## src/rtl/dac_seq_pkg.sv

```systemverilog
// Shared state encoding, error codes and helpers for the DAC run sequencer.
package dac_seq_pkg;

  typedef enum logic [3:0] {
    S_IDLE,
    S_WAIT_ADC,
    S_START_FIFO,
    S_GAP,
    S_START_DAC,
    S_WAIT_RUN,
    S_RUNNING,
    S_STOP,
    S_WAIT_STOP,
    S_ERROR
  } seq_state_t;

  typedef enum logic [1:0] {
    ERR_NONE             = 2'd0,
    ERR_ADC_TIMEOUT      = 2'd1,
    ERR_RUN_ACK_TIMEOUT  = 2'd2,
    ERR_STOP_ACK_TIMEOUT = 2'd3
  } err_code_t;

  // States whose only job is to drive one command pulse for a single cycle.
  function automatic logic is_cmd_state(input seq_state_t s);
    return (s == S_START_FIFO) || (s == S_START_DAC) || (s == S_STOP);
  endfunction

endpackage

```

## src/rtl/cmd_spacing_timer.sv

```systemverilog
// Saturating cycle counter: cleared synchronously, flags once LIMIT cycles have
// accumulated since the last clear. Optionally comes out of reset already expired.
module cmd_spacing_timer #(
  parameter int unsigned LIMIT     = 8,
  parameter bit          RESET_SAT = 1'b0
) (
  input  logic clk_125,
  input  logic reset_n,
  input  logic clear,
  output logic expired
);

  localparam int unsigned W   = (LIMIT < 1) ? 1 : $clog2(LIMIT + 1);
  localparam logic [W-1:0] LIM = W'(LIMIT);

  logic [W-1:0] count_q;

  always_ff @(posedge clk_125 or negedge reset_n) begin
    if (!reset_n) begin
      count_q <= RESET_SAT ? LIM : '0;
    end else if (clear) begin
      count_q <= '0;
    end else if (count_q != LIM) begin
      count_q <= count_q + 1'b1;
    end
  end

  assign expired = (count_q == LIM);

endmodule

```

## src/rtl/dac_run_sequencer.sv

```systemverilog
// Start/stop sequencer for the FIFO + DAC pair: paces command pulses globally,
// waits on status acknowledges with a timeout, and latches the failure cause.
module dac_run_sequencer
  import dac_seq_pkg::*;
#(
  parameter int unsigned PULSE_GAP   = 8,
  parameter int unsigned ACK_TIMEOUT = 1000
) (
  input  logic       clk_125,
  input  logic       reset_n,
  input  logic       start_req,
  input  logic       stop_req,
  input  logic       clear_err,
  input  logic       ADC_ready_125,
  input  logic       DAC_running_125,
  output logic       start_fifo_cmd_125,
  output logic       start_dac_cmd_125,
  output logic       stop_dac_cmd_125,
  output logic       busy,
  output logic       running,
  output logic       error,
  output logic [1:0] error_code
);

  seq_state_t state_q, state_d;
  err_code_t  err_q, err_d;
  logic       stop_pend_q, stop_pend_d;
  logic       err_pend_q, err_pend_d;
  logic       gap_ok, ack_expired, stop_seen;

  // Spacing restarts on the cycle a pulse is driven, so gap_ok rises exactly
  // when the following cycle may carry the next pulse.
  cmd_spacing_timer #(
    .LIMIT    (PULSE_GAP - 1),
    .RESET_SAT(1'b1)
  ) u_spacing (
    .clk_125(clk_125),
    .reset_n(reset_n),
    .clear  (is_cmd_state(state_d)),
    .expired(gap_ok)
  );

  cmd_spacing_timer #(
    .LIMIT    (ACK_TIMEOUT),
    .RESET_SAT(1'b0)
  ) u_ack_timeout (
    .clk_125(clk_125),
    .reset_n(reset_n),
    .clear  (state_d != state_q),
    .expired(ack_expired)
  );

  always_ff @(posedge clk_125 or negedge reset_n) begin
    if (!reset_n) begin
      state_q     <= S_IDLE;
      err_q       <= ERR_NONE;
      stop_pend_q <= 1'b0;
      err_pend_q  <= 1'b0;
    end else begin
      state_q     <= state_d;
      err_q       <= err_d;
      stop_pend_q <= stop_pend_d;
      err_pend_q  <= err_pend_d;
    end
  end

  always_comb begin
    state_d     = state_q;
    err_d       = err_q;
    stop_pend_d = stop_pend_q;
    err_pend_d  = err_pend_q;
    stop_seen   = stop_req || stop_pend_q;
    unique case (state_q)
      S_IDLE: begin
        if (start_req && !stop_req)
          state_d = (ADC_ready_125 && gap_ok) ? S_START_FIFO : S_WAIT_ADC;
      end
      S_WAIT_ADC: begin
        if (stop_req) begin
          state_d = S_IDLE;
        end else if (ADC_ready_125 && gap_ok) begin
          state_d = S_START_FIFO;
        end else if (ack_expired) begin
          state_d = S_ERROR;
          err_d   = ERR_ADC_TIMEOUT;
        end
      end
      S_START_FIFO: begin
        if (stop_req) stop_pend_d = 1'b1;
        state_d = S_GAP;
      end
      S_GAP: begin
        if (stop_req) stop_pend_d = 1'b1;
        if (gap_ok) state_d = S_START_DAC;
      end
      S_START_DAC: begin
        if (stop_req) stop_pend_d = 1'b1;
        state_d = S_WAIT_RUN;
      end
      S_WAIT_RUN: begin
        if (stop_seen) begin
          stop_pend_d = 1'b1;
          if (gap_ok) state_d = S_STOP;
        end else if (DAC_running_125) begin
          state_d = S_RUNNING;
        end else if (ack_expired) begin
          err_pend_d = 1'b1;
          err_d      = ERR_RUN_ACK_TIMEOUT;
          if (gap_ok) state_d = S_STOP;
        end
      end
      S_RUNNING: begin
        if (!DAC_running_125) begin
          state_d = S_IDLE;
        end else if (stop_seen) begin
          stop_pend_d = 1'b1;
          if (gap_ok) state_d = S_STOP;
        end
      end
      S_STOP: state_d = S_WAIT_STOP;
      S_WAIT_STOP: begin
        if (!DAC_running_125) begin
          state_d = err_pend_q ? S_ERROR : S_IDLE;
        end else if (ack_expired) begin
          state_d = S_ERROR;
          err_d   = ERR_STOP_ACK_TIMEOUT;
        end
      end
      S_ERROR: begin
        if (clear_err) begin
          state_d    = S_IDLE;
          err_d      = ERR_NONE;
          err_pend_d = 1'b0;
        end
      end
      default: state_d = S_IDLE;
    endcase
    if (state_d == S_STOP || state_d == S_IDLE) stop_pend_d = 1'b0;
  end

  assign start_fifo_cmd_125 = (state_q == S_START_FIFO);
  assign start_dac_cmd_125  = (state_q == S_START_DAC);
  assign stop_dac_cmd_125   = (state_q == S_STOP);
  assign running            = (state_q == S_RUNNING);
  assign error              = (state_q == S_ERROR);
  assign busy               = !((state_q == S_IDLE) || (state_q == S_RUNNING) || (state_q == S_ERROR));
  assign error_code         = err_q;

endmodule
```

## config.mk

```make
export PLATFORM = sky130hd
export DESIGN_NAME = dac_run_sequencer
export DESIGN_NICKNAME = d
export VERILOG_FILES = /design/src/rtl/dac_seq_pkg.sv /design/src/rtl/cmd_spacing_timer.sv /design/src/rtl/dac_run_sequencer.sv
export SDC_FILE = /design/constraint.sdc
export NUM_CORES = 1
export LEC_CHECK = 0
export CAP_MARGIN = 5
export CORE_UTILIZATION = 45
export CTS_CLUSTER_SIZE = 14
export DETAILED_ROUTE_END_ITERATION = 7
export HOLD_SLACK_MARGIN = 0.12
export PLACE_DENSITY = 0.68
export SLEW_MARGIN = 10
export SYNTH_ARGS = -nofsm -noshare
export SYNTH_HDL_FRONTEND = slang
export SYNTH_SLANG_ARGS = --single-unit
```

## constraint.sdc

```tcl
create_clock -name clk_125 -period 2.45 [get_ports clk_125]
set_clock_uncertainty 0.2 [all_clocks]
set_input_delay 0.49 -clock clk_125 [delete_from_list [all_inputs] [get_ports clk_125]]
set_output_delay 0.49 -clock clk_125 [all_outputs]
set_load 0.05 [all_outputs]
```

==> metrics, run 1 <==
CTS max path bufs=2; core area=slightly above 0.003 sq mm; Slowest-stage cell, CP=dfstp_2; Total GRT Usage=25.21%; Worst slew margin=67.38%; share of the synthesized area in the top cell type=30.15%; Storage cell area=about 530 sq um; critical path cell sequence=ha_4 -> ha_4 -> a2111o_1 -> nor4b_2 -> or3_4 -> or3_4 -> buf_6 -> a311oi_2; Max Cap Viol=0; I/O Pins=15; Detail Placement HPWL=around 2800 um; Synth Instances=165; Die Y=59.62 um; Die X=59.62 um; Routed Wire Length=4027 um; Hold WC Path Type=input port to async pin; DRT Pass-1 Iters=4; Compound-Gate Fraction of Synth Area=approximately a fifth; Initial Util=48.15%; CP required=roughly 2.5 ns; clock sink total=21; total grt overflow=0; Layout area overhead=41.62%; PortBufs=14; CP Class=flip-flop to flip-flop; PnR worst setup slack=-0.05811 ns; hold_ws=0.3123 ns; RSZ-0062 raised after global routing=true; critical path arrival=2.51 ns; final slew viol count=0; DRC=0; diode count=0; Yosys Warn Count=0; vias in the first global route=around 1.4k; wire per inst=16.30 um; hold_buf cts=0; post-synthesis async set-or-reset flop share=between 90% and 100%; clock-pin slew on the worst setup and hold paths=0.12 ns; met3 Track Usage GR=3.057%; routing usage on met1=31.90%; Placement Setup Slack=-0.3368 ns; gp weighted congestion=0.8936; clock root buffer=clkbuf_4; XOR/XNOR share of the synthesized area=5.863%; area taken by multi-input logic gates=0.001051 sq mm; Slew @ Worst Pin=roughly 0.49 ns; crit path buf inv count=1; Post-synth top flop=dfrtp_1; CTS tree=done; Final min period=roughly 2.5 ns; Seq/Total Area, Yosys=35.43%; Post-Syn Area per Cell=a little over 9 sq um; Yosys cell types=55; Vias=1,399; endpoints failing hold=0; cell family with most CP delay=simple AND/OR/NAND/NOR gates; initial antenna violation count=0; layout cells sized above 1=37.44%; FMAX=between 300 and 400 MHz; Post-Synth Adder-Cell Area=about 3.4%; first-pass GRT wire length=6665 um; top cells by area, synth=dfrtp_1 30%, nor2_1 6.3%, dfstp_2 5.3%; FF+latch count, synth=21; Syn Nets=176; Synth area leader=dfrtp_1; slowest stage delay, CP=0.57 ns; Routed Antenna Nets=0; fin crit share=102.4%; final setup violation count=4; met2 Track Usage GR=a little under half; Via-to-Cell Ratio=5.664; Leak=0.8654 nW; mux share of post-synthesis cell area=2.680%; largest family of logic cells by synthesized area=simple AND/OR/NAND/NOR gates; status=finished, violations left; Post-synth EDFFs=0; Worst setup SP type=flip-flop; largest net degree at the start of global routing=22; failing checks=negative setup slack; Cell Area, Synth=0.001494 sq mm; violation count after the first detailed-route iteration=113; VDD IR max=0.0005977 V; fill count=256; worst-path fanout max=4; synth cell count leaders=25 x nor2_1, 18 x dfrtp_1, 8 x nand2_1, 7 x inv_1, 7 x nand3_1; Simple-Gate Fraction of Synth Area=26.72%; Die ar.=0.003555 sq mm; H-tree depth=1; Clock Latency Late Sink=0.30 ns; top-count cell post-synth=nor2_1; # nets final=215; clock buffer count from CTS=3; Critical Path End Type=flip-flop; Rows=20; GR peak layer=met2; power per standard cell area=between 1000 and 1500 mW/mm^2
worst paths after layout:
path / startpoint / end / slack [ns] / cells past startpoint
max: u_spacing.count_q[1] / stop_pend_q / -0.06 / 8
max in group asynchronous: reset_n / u_spacing.count_q[2] / 1.45 / 2
max reg2reg: u_spacing.count_q[1] / stop_pend_q / -0.06 / 8
min: reset_n / error_code[0] / 0.31 / 2
min reg2reg: error_code[0] / error_code[0] / 0.33 / 2
min in group clk_125: error_code[0] / error_code[0] / 0.33 / 2
kinds of logic after synthesis:
| logic type | Yosys count |
|---|---|
| compound gates | 38 |
| xor+xnor | 10 |
| fa+ha+maj | 4 |
| simple gates | 71 |
| flops | 21 |
| buf+inv | 17 |
| mux | 4 |
worst reg2reg max path, cell delays in order, from the launching register on:
cell and delay (ns):
dfstp_2 0.57, ha_4 0.14, ha_4 0.14, a2111o_1 0.17, nor4b_2 0.06, or3_4 0.40, or3_4 0.42, buf_6 0.14
a311oi_2 0.18
metrics by stage:
| step | total power [mW] | utilization (%) | std cells | TNS [ns] | instance area [sq um] |
|---|---|---|---|---|---|
| global placement | 1.799 | 61.33 | 238 | -3.585 | 1903 |
| detailed placement | 1.851 | 61.33 | 238 | -4.003 | 1903 |
| finish | 2.347 | 68.19 | 247 | -0.1728 | 2116 |
| floorplan | 1.398 | - | 165 | 0 | 1518 |
| global route | 2.494 | 68.19 | 247 | -0.7154 | 2116 |
| CTS | 2.257 | 66.01 | 244 | -0.01896 | 2048 |
power breakdown:
part	switching (mW)	leakage, nW	internal, mW	total (mW)
Combinational	0.869	0.580	0.779	1.65
Sequential	0.0850	0.271	0.452	0.537
Clock	0.0990	0.0150	0.0633	0.162
routing by layer:
metal / vias up / wire length (um)
met3: 8 / 119
met1: 680 / 1764
met4: 0 / 67
met2: 24 / 2076
li1: 687 / -
met5: - / 0
final cells by class:
class	count	area share, %
Tap cell	44	2.602
Clock buffer	4	1.242
Inverter	7	1.419
Sequential cell	21	25.01
Timing Repair Buffer	43	20.05
Multi-Input combinational cell	128	49.67
repair_timing:
item                       in CTS  in global routing
gates cloned                    1                  0
gates resized for setup        17                 12
setup endpoints to repair      15                 19
setup buffers                   1                  3
pin swaps                      13                  9
hold endpoints to repair        0                  0
placed cells by master (no fill, tap or decap), types with 3 or more instances in the layout:
cell,Yosys,routed
buf_4,2,28
nor2_1,25,22
dfrtp_1,18,18
nand2_1,8,7
nand3_1,7,7
clkdlybuf4s50_1,0,7
xor2_1,6,6
buf_12,0,6
nand2b_1,5,5
inv_1,7,5
o21ai_0,6,5
xnor2_1,4,4
a21oi_1,5,4
mux2i_1,4,4
nor2_2,0,3
o22a_1,3,3
clkbuf_4,0,3
dfstp_2,3,3
sequential cells by signal (all words and copies together) (netlist names):
| name | cells |
|---|---|
| err_pend_q | 1 |
| error_code | 2 |
| state_q | 4 |
| stop_pend_q | 1 |
| u_ack_timeout.count_q | 10 |
| u_spacing.count_q | 3 |
Note: power is estimated with default switching activity, not from simulation.
==> run 2: changes to the inputs <==
Settings changed: SKIP_CTS_REPAIR_TIMING set to 1.
==> run 2 against run 1 <==
  * First-iteration DRC count is 17% lower
  * Largest power group unchanged
  * Register-to-register slack worse by 0.05 ns
  * Final area decreased by 2.8%
  * The run still ends with negative setup slack left
  * Combinational power decreased by 5%
  * Routed wire length fell by 2.5%
  * Final cell count down 1.2%
==> metrics, run 2 (synthesis results as in run 1) <==
PnR worst setup slack=-0.1121 ns; commonest non-fill, non-tap cell in the layout=buf_4; gp weighted congestion=between 0.8 and 0.9; I/O Pins=15; DRT Pass-1 Iters=4; H-tree depth=1; largest net degree at the start of global routing=22; Die ar.=0.003555 sq mm; Total GRT Usage=approximately 23%; Routed Wire Length=just under 4000 um; Area after DPL=0.001903 sq mm; placed insts=around 240; Layout area overhead=37.60%; initial antenna violation count=0; clock sink total=21; Die X=between 50 and 60 um; CTS max path bufs=2; Vias=1,407; Routed Antenna Nets=0; Hold WC Path Type=input port to async pin; Worst slew margin=46.64%; failing checks=negative setup slack; VDD IR max=between 0.0006 and 0.0007 V; clock buffer count from CTS=3; clock-pin slew on the worst setup and hold paths=0.12 ns; Detail Placement HPWL=2844 um; fin crit share=104.6%; Critical Path End Type=flip-flop; Regs by FF count=u_ack_timeout.count_q (10), state_q (4), u_spacing.count_q (3); Pwr Total=2.260 mW; Slew @ Worst Pin=0.7920 ns; Initial Util=between 40% and 50%; Biggest register=u_ack_timeout.count_q; layout cells sized above 1=34.00%; Via-to-Cell Ratio=5.766; post-route cell area=approximately 0.0021 sq mm; max FFs per register=10; Rows=20; status=finished, violations left; Worst setup SP type=flip-flop; endpoints failing hold=0; CP Class=flip-flop to flip-flop; RSZ-0062 raised after global routing=true; Leak=0.8314 nW; vias in the first global route=between 1k and 1.5k; DRC=0; PortBufs=14; clock root buffer=clkbuf_4; worst-path fanout max=4; power per standard cell area=1099 mW/mm^2; Placement Setup Slack=-0.3368 ns; final slew viol count=0; # nets final=212; Final Core Density=66.25%; final non-filler cell total=244; Clock Latency Late Sink=0.30 ns; fill count=279; total grt overflow=0; Die Y=a little under 60 um; worst flop-to-flop path startpoint=u_spacing.count_q[1]; core area=0.003103 sq mm; FMAX=390.3 MHz; CP required=~2.4 ns; most frequent cells in the layout=25 x buf_4, 23 x nor2_1, 18 x dfrtp_1, 8 x clkdlybuf4s50_1; wire per inst=roughly 16 um; violation count after the first detailed-route iteration=94; final setup violation count=8; diode count=0; Final min period=2.562 ns; critical path arrival=2.51 ns; Crit. Startpoint=u_spacing.count_q[1]; CTS tree=done; first-pass GRT wire length=6147 um; Max Cap Viol=0
[run 2: cell type report]
class | count | area, sq um | share of cell area (%)
flip-flops and latches | 21 | 529.3 | 25.75
well taps | 44 | 55.05 | 2.678
inverters | 7 | 30.03 | 1.461
multi-input cells | 128 | 1016 | 49.42
repair buffers | 40 | 399.1 | 19.42
clock buffers | 4 | 26.28 | 1.278
[run 2: stage by stage]
| stage | setup TNS (ns) | hold WS [ns] |
|---|---|---|
| final | -0.3804 | 0.3089 |
| after global placement | -3.585 | 0.2893 |
| after floorplan | 0 | -0.005591 |
| after global routing | -1.674 | 0.3571 |
| after CTS | -1.914 | 0.3135 |
| after detailed placement | -4.003 | 0.3102 |
[run 2: power breakdown]
part           switching (mW)  total (mW)  internal, mW
combinational           0.833        1.56         0.728
sequential             0.0832       0.535         0.452
clock                   0.100       0.163        0.0633
total                    1.02        2.26          1.24
[run 2: metal layers]
| metal | global-route usage (%) | wire length [um] |
|---|---|---|
| met3 | 3.493 | 170 |
| met4 | 7.309 | 58 |
| met1 | 29.18 | 1704 |
| met5 | 0 | 0 |
| met2 | 40.61 | 1994 |
[run 2: final timing paths]
check,endpoint,slack (ns),cells past startpoint
worst max-delay path,stop_pend_q,-0.11,8
min in group clk_125,error_code[0],0.33,2
worst max register to register,stop_pend_q,-0.11,8
max in group asynchronous,u_spacing.count_q[2],1.45,2
worst min-delay path,error_code[0],0.31,2
worst min register to register,error_code[0],0.33,2
[run 2: worst max-delay path: stages, from the launching register on]
cell	delay (ns)
dfstp_2	0.57
ha_4	0.14
ha_4	0.15
inv_1	0.08
or4_1	0.54
a21oi_1	0.25
a311o_1	0.25
buf_4	0.16
a311oi_2	0.08
==> run 3: changes to the inputs <==
--- a/constraint.sdc
+++ b/constraint.sdc
@@ -3,3 +3,3 @@
 set_input_delay 0.49 -clock clk_125 [delete_from_list [all_inputs] [get_ports clk_125]]
 set_output_delay 0.49 -clock clk_125 [all_outputs]
-set_load 0.05 [all_outputs]
+set_load 0.02 [all_outputs]
==> run 3 against run 2 <==
  * The run still ends with negative setup slack left
  * Power fell by 2.1%
  * Sequential power barely moved
  * Setup slack got worse by 0.030 ns
  * Combinational power fell by 3%
  * Final area rose by 1.6%
  * Core utilization rose by 1.1 points
  * Routed wire length rose by 1.6%
  * Via count rose by 1.1%
  * Highest routed layer unchanged
==> metrics, run 3 (synthesis results as in run 1) <==
status=finished, violations left; failing checks=negative setup slack; power per standard cell area=about 1100 mW/mm^2; largest net degree at the start of global routing=22; Area after DPL=around 0.0019 sq mm; Leak=between 0.9 and 1 nW; Total GRT Usage=23.40%; Worst slew margin=46.34%; PnR worst setup slack=-0.1418 ns; cell family with most CP delay=compound AO/OA/AOI/OAI gates; clock root buffer=clkbuf_4; Biggest register=u_ack_timeout.count_q; Crit Reg-Reg Endpoint=stop_pend_q; Slowest-stage cell, CP=dfstp_2; Layout area overhead=39.87%; final setup violation count=9; Clk pwr share=7.8%; Vias=1,423; Slew @ Worst Pin=0.7965 ns; vias in the first global route=1,354; CTS tree=done; # nets final=219; worst flop-to-flop path startpoint=u_spacing.count_q[1]; initial antenna violation count=0; critical path arrival=around 2.6 ns; Die ar.=approximately 0.0036 sq mm; register share of total power=around a quarter; fin crit share=105.8%; FMAX=about 390 MHz; Via-to-Cell Ratio=between 5 and 6; core area=0.003103 sq mm; Die X=59.62 um; reg2reg path depth=9; DRC=0; endpoints failing hold=0; fill count=between 200 and 300; max FFs per register=10; CP Class=flip-flop to flip-flop; VDD IR max=around 0.00066 V; Critical Path End Type=flip-flop; Fin Setup TNS=-0.9366 ns; Routed Wire Length=3991 um; Psw=0.9604 mW; gp weighted congestion=0.8955; Pint=about 1.3 mW; worst-path fanout max=4; Worst setup SP type=flip-flop; Detail Placement HPWL=2780 um; violation count after the first detailed-route iteration=76; layout cells sized above 1=32.37%; crit path buf inv count=2; Die Y=between 50 and 60 um; Final Core Density=67.34%; Regs by FF count=u_ack_timeout.count_q (10), state_q (4), u_spacing.count_q (3); clock buffer count from CTS=3; Rows=20; Clock Latency Late Sink=0.31 ns; CP required=2.48 ns; Hold WC Path Type=input port to async pin; Sw Ratio=a little over two fifths; CTS max path bufs=2; commonest non-fill, non-tap cell in the layout=buf_4; hold_ws=0.3052 ns; PortBufs=14; Initial Util=about half; combinational share of power=68.0%; clock-pin slew on the worst setup and hold paths=0.12 ns; RSZ-0062 raised after global routing=true; post-route cell area=0.002090 sq mm; area taken by multi-input logic gates=0.001032 sq mm; H-tree depth=1; first-pass GRT wire length=6141 um; clock sink total=21; Max Cap Viol=0; wire per inst=15.90 um; DRT Pass-1 Iters=4; Routed Antenna Nets=0; slowest stage delay, CP=0.58 ns; total grt overflow=0; diode count=0; Final min period=about 2.6 ns; final slew viol count=0; Storage cell area=529.3 sq um; most frequent cells in the layout=31 x buf_4, 21 x nor2_1, 18 x dfrtp_1, 8 x nand2_1, 8 x clkdlybuf4s50_1; I/O Pins=15; flop-to-flop setup slack=-0.14 ns; critical path cell sequence=ha_4 -> ha_4 -> a2111o_1 -> o22ai_2 -> buf_4 -> o22a_1 -> or3_4 -> buf_4 -> a311oi_2
## run 3: cell count changes in the layout (fill, tap and decap cells not counted), sizes merged
cell,before,now
dlymetal6s2s,0,6
buf,32,33
clkbuf,4,3
clkinv,0,1
clkinvlp,1,0
inv,6,7
## run 3: worst max path at each step
| stage | cells past startpoint | slack [ns] | to | start |
|---|---|---|---|---|
| finish | 9 | -0.14 | stop_pend_q | u_spacing.count_q[1] |
| global route | 9 | -0.23 | stop_pend_q | u_spacing.count_q[0] |
| CTS | 8 | -0.25 | stop_pend_q | u_spacing.count_q[1] |
| detailed placement | 7 | -0.30 | stop_pend_q | stop_req |
| global placement | 7 | -0.25 | stop_pend_q | ADC_ready_125 |
| floorplan | 9 | 0.01 | stop_pend_q | u_spacing.count_q[0] |
## run 3: area by class of cell
class,count,area share [%]
sequential,21,25.33
clock inverter,1,0.2395
tap,44,2.635
inverter,7,1.257
clock buffer,3,1.078
multi-input combinational,128,49.40
timing repair buffer,47,20.06
## run 3: worst reg2reg max path, delay by kind of cell, from the launching register on
family          cells  cell delay, ns
simple gates        1            0.41
buf+inv             2            0.31
compound gates      4            0.72
flops               1            0.58
fa+ha+maj           2            0.28
## run 3: layer usage
layer	global-route usage [%]	up-vias	part of all wire (%)
li1	-	688	-
met1	31.72	695	44
met2	37.88	32	50
met3	3.493	8	3.2
met4	8.638	0	2.3
met5	0	-	0
## run 3: power by group through the flow
| stage | sequential (mW) | combinational (mW) | clock, mW |
|---|---|---|---|
| final | 0.535 | 1.51 | 0.173 |
| after global routing | 0.544 | 1.63 | 0.192 |
| after CTS | 0.519 | 1.20 | 0.179 |
| after detailed placement | 0.527 | 1.19 | 0 |
| after global placement | 0.518 | 1.16 | 0 |
| after floorplan | 0.513 | 0.779 | 0 |
## run 3: metrics by stage
stage | setup slack, ns | cells | total power, mW
2_1_floorplan | 0.01084 | 165 | 1.293
3_3_place_gp | -0.2488 | 244 | 1.682
3_5_place_dp | -0.2964 | 244 | 1.717
4_1_cts | -0.2465 | 248 | 1.896
5_1_grt | -0.2289 | 251 | 2.366
6_report | -0.1418 | 251 | 2.213
